### src/rtl/hazard_ctrl.sv
// Pipeline hazard controller: load-use stalls and EX-redirect squashes,
// with saturating event counters for both.
module hazard_ctrl #(
   parameter int LOAD_STALL   = 1,
   parameter int FLUSH_CYCLES = 2
) (
   input  logic        clk,
   input  logic        rst,
   input  logic        idex_memRead,
   input  logic        idex_regWrt,
   input  logic [5:0]  idex_rd,
   input  logic [5:0]  id_rs1,
   input  logic [5:0]  id_rs2,
   input  logic        id_useRs2,
   input  logic        ex_branchTaken,
   input  logic        ex_jump,
   output logic        pc_write,
   output logic        ifid_write,
   output logic        idex_bubble,
   output logic        ifid_flush,
   output logic        busy,
   output logic [15:0] load_use_cnt,
   output logic [15:0] redirect_cnt
);

   typedef enum logic [1:0] {IDLE, STALL, FLUSH} state_t;

   localparam logic [1:0] STALL_LOAD  = 2'(LOAD_STALL - 1);
   localparam logic [1:0] FLUSH_LOAD  = 2'(FLUSH_CYCLES - 1);
   localparam bit         STALL_MULTI = (LOAD_STALL > 1);
   localparam bit         FLUSH_MULTI = (FLUSH_CYCLES > 1);

   state_t     state, state_nxt;
   logic [1:0] cnt, cnt_nxt;
   logic       hazard, redirect, lu_inc;

   function automatic logic [15:0] sat_inc(input logic [15:0] v);
      return (v == 16'hFFFF) ? v : v + 16'd1;
   endfunction

   // r0 is deliberately treated like any other register
   assign hazard   = idex_memRead & idex_regWrt &
                     ((idex_rd == id_rs1) | (id_useRs2 & (idex_rd == id_rs2)));
   assign redirect = ex_branchTaken | ex_jump;
   assign busy     = (state != IDLE);

   always_comb begin
      state_nxt   = state;
      cnt_nxt     = cnt;
      lu_inc      = 1'b0;
      pc_write    = 1'b1;
      ifid_write  = 1'b1;
      idex_bubble = 1'b0;
      ifid_flush  = 1'b0;
      if (redirect) begin
         // Redirect wins in every state: aborts a stall, reloads a flush
         idex_bubble = 1'b1;
         ifid_flush  = 1'b1;
         state_nxt   = FLUSH_MULTI ? FLUSH : IDLE;
         cnt_nxt     = FLUSH_LOAD;
      end else begin
         unique case (state)
            IDLE: begin
               if (hazard) begin
                  pc_write    = 1'b0;
                  ifid_write  = 1'b0;
                  idex_bubble = 1'b1;
                  lu_inc      = 1'b1;
                  state_nxt   = STALL_MULTI ? STALL : IDLE;
                  cnt_nxt     = STALL_LOAD;
               end
            end
            STALL: begin
               pc_write    = 1'b0;
               ifid_write  = 1'b0;
               idex_bubble = 1'b1;
               if (cnt <= 2'd1) begin
                  state_nxt = IDLE;
                  cnt_nxt   = 2'd0;
               end else begin
                  cnt_nxt   = cnt - 2'd1;
               end
            end
            FLUSH: begin
               idex_bubble = 1'b1;
               ifid_flush  = 1'b1;
               if (cnt <= 2'd1) begin
                  state_nxt = IDLE;
                  cnt_nxt   = 2'd0;
               end else begin
                  cnt_nxt   = cnt - 2'd1;
               end
            end
            default: begin
               state_nxt = IDLE;
               cnt_nxt   = 2'd0;
            end
         endcase
      end
      // Reset squashes the pipe combinationally, without waiting for an edge
      if (rst) begin
         pc_write    = 1'b0;
         ifid_write  = 1'b0;
         idex_bubble = 1'b1;
         ifid_flush  = 1'b1;
      end
   end

   always_ff @(posedge clk or posedge rst) begin
      if (rst) begin
         state        <= IDLE;
         cnt          <= 2'd0;
         load_use_cnt <= 16'd0;
         redirect_cnt <= 16'd0;
      end else begin
         state <= state_nxt;
         cnt   <= cnt_nxt;
         if (lu_inc)   load_use_cnt <= sat_inc(load_use_cnt);
         if (redirect) redirect_cnt <= sat_inc(redirect_cnt);
      end
   end

endmodule

### config.mk
export PLATFORM = sky130hd
export DESIGN_NAME = hazard_ctrl
export DESIGN_NICKNAME = d
export VERILOG_FILES = /design/src/rtl/hazard_ctrl.sv
export SDC_FILE = /design/constraint.sdc
export NUM_CORES = 1
export LEC_CHECK = 0
export ABC_AREA = 1
export CAP_MARGIN = 10
export CORE_UTILIZATION = 55
export CTS_CLUSTER_SIZE = 8
export DETAILED_ROUTE_END_ITERATION = 16
export DONT_BUFFER_PORTS = 1
export GPL_TIMING_DRIVEN = 0
export PLACE_DENSITY = 0.77
export SLEW_MARGIN = 20
export SYNTH_ARGS = -nofsm -noshare
export SYNTH_HDL_FRONTEND = slang
export SYNTH_SLANG_ARGS = --single-unit
### constraint.sdc
create_clock -name clk -period 2.6 [get_ports clk]
set_input_delay 0.65 -clock clk [delete_from_list [all_inputs] [get_ports clk]]
set_output_delay 0.65 -clock clk [all_outputs]
set_load 0.02 [all_outputs]
==> reports/metrics.cfg <==
[critical_path]
worstPathCellList = nor2_4 > inv_2 > nor2_2 > nand3_4 > nand2_1 > inv_1 > buf_4
r2r-start = redirect_cnt[0]
cp-start-kind = input port
cp_max_fo = 5
r2r_cells = 9
path_class = input port to output pin
r2r_slack_ns = 0.73
rr_endpoint = redirect_cnt[12]
arrival_ns = 1.65
cp_slowest_cell = nor2_2
required_ns = 1.95
slowest_delay_ns = 0.25
endpoint_kind = output pin

[sta]
max_freq_mhz = 434
hold_slack_ns = 0.204
hold_viol = 0
min_period_ns = 2.30
grt_setup_unrepaired = false
slew_headroom = 0.698
skew_ns = 0.00472
setup_slack_ns = 0.296
setup_viol_count_final = 0
final.period_utilization = 0.886
tns_ns = 0
tightest_slew_ns = 0.449
final_max_slew_viol_count = 0

[yosys]
ys_ff_latch = 35
async_reset_ff_frac = 1.00
synth_edf_count = 0
yosysTopAreaCell = dfrtp_1
synthesis.area_um2 = 2320
synth_commonest_cells = nand2_1, inv_1, dfrtp_1
synth_top_area_share = 0.378
synth_cell_types = 24
synthTopCellsByArea = dfrtp_1, nand2_1, inv_1
synth_xor_area_frac = 0.0793
synthSimpleGateAreaFrac = 0.375
synth-main-ff-cell = dfrtp_1
synth_compound_area_frac = 0.0599
syn-instance-count = 314
yosys_warnings = 0
synth_most_common_cell = nand2_1
synth_top_family_by_area = simple AND/OR/NAND/NOR gates
synthMuxAreaShare = 0
yosysSeqAreaShare = 0.378
syn_area_per_cell_um2 = 7.39
syn-num-nets = 341
synth-adder-area-share = 0.0108

[finish]
n_antenna_cell = 0
nNetsFinal = 349
area_delta_synth_final_pct = 8.74
layout-drive-gt1-share = 0.142
final_area_um2 = 2520

[global_routing]
grt_pass1_vias = 1937
grt_pass1_wl_um = 8090
overflow = 0
grt_usage = 0.243
antenna_found_initial = 0
grt_max_degree = 25

[floorplan]
initial_utilization = 0.576
die_w_um = 66.9
coreArea_um2 = 4030
rows = 23
die_height_um = 66.9
ios = 62
die-area_um2 = 4480

[pwr]
pwr-share-clk = 0.331
power_mw = 1.49
ir_drop_uv = 638
p_sw_mw = 0.505
seqPwrFrac = 0.521
power_density_nw_per_um2 = 591
p_int_mw = 0.986
power.share.switching = 0.338
comb_power_share = 0.148
leakage_nw = 1.31

[place]
dp_hpwl_um = 3790
port_buffers = 0
place.gp.congestion = 0.815
dp_slack_ns = 0.295
dpl-instance-area_um2 = 2410

[flow_run]
cap_violations = 0

[clocking]
clk_latency_ns = 0.29
post_cts_buffers = 0
htreeDepth = 2
cts_num_sinks = 35
cts_tree = yes
clock-root-buffer = clkbuf_8
cts_max_path_buffers = 2
ctsResizeCount = 0
clk_pin_slew_ns = 0.07
cts_made_buffers = 5
hold_buffers = 0

[route]
via_count = 1990
dr.first_iter.drc_count = 171
viasPerCell = 5.34
wl_per_cell_um = 13.2
dr.pass1.iters = 4
routed_wl_um = 4910
detail-route-antenna-nets = 0
drc = 0

[run_status]
status = completed

[min_path]
hold_class = input port to asynchronous set/reset pin

[area by class of cell]
cell class / count / area, µm²
inverters: 58 / 218
repair buffers: 1 / 27.5
clock inverters: 3 / 43.8
multi-input cells: 220 / 1220
plain buffers: 1 / 7.51
clock buffers: 5 / 68.8
fillers: 366 / 1510
well taps: 50 / 62.6
flip-flops and latches: 35 / 876
[critical path: cells and delay by family]
family	cells	cell delay, ns
buf+inv	3	0.39
simple gates	4	0.60
[how the worst max path moves through the flow]
stage	startpoint	to	slack, ns	depth (start not counted)
finish	ex_jump	pc_write	0.30	7
global route	idex_rd[5]	pc_write	0.20	11
CTS	ex_jump	pc_write	0.29	7
detailed placement	ex_jump	pc_write	0.30	7
global placement	rst	pc_write	-0.29	4
floorplan	rst	pc_write	0.05	4
[registers in the layout (all words and copies together) (netlist names)]
name / flops
cnt: 2
load_use_cnt: 16
redirect_cnt: 16
state: 1
[stage by stage]
stage	util	instances
after CTS	0.626	373
final	0.626	373
after detailed placement	0.598	365
after global routing	0.626	373
after global placement	0.591	364
after floorplan	-	314
[cell usage in the layout, fill, tap and decap left out, types with 4 or more instances in the layout]
master,n
nand2_1,84
inv_1,49
dfrtp_1,35
nand3_1,28
nor2_1,19
xor2_1,14
o21bai_1,13
nor3_1,10
inv_2,9
nor2_2,9
nand4_1,7
o21ai_0,7
xnor2_1,7
clkbuf_8,5
nand2_2,4
nor2_4,4
[power groups by stage]
stage	clock [mW]	combinational [mW]	sequential, mW
4_1_cts	0.502	0.224	0.779
3_5_place_dp	0	0.223	0.789
2_1_floorplan	0	0.184	0.766
3_3_place_gp	0	0.208	0.786
6_report	0.493	0.221	0.777
5_1_grt	0.530	0.253	0.793
[kinds of logic (layout without fill, tap and decap cells)]
kind of cell    after synthesis  count (layout)
flops                        35              35
simple gates                176             176
fa+ha+maj                     2               2
compound gates               21              21
buf+inv                      59              68
xor+xnor                     21              21
[layer usage]
metal / GRT usage / part of all wire / vias up
li1: - / - / 996
met1: 0.256 / 0.40 / 916
met2: 0.442 / 0.52 / 64
met3: 0.0736 / 0.057 / 14
met4: 0.0984 / 0.024 / 0
met5: 0 / 0 / -
Note: power is estimated with default switching activity, not from simulation.
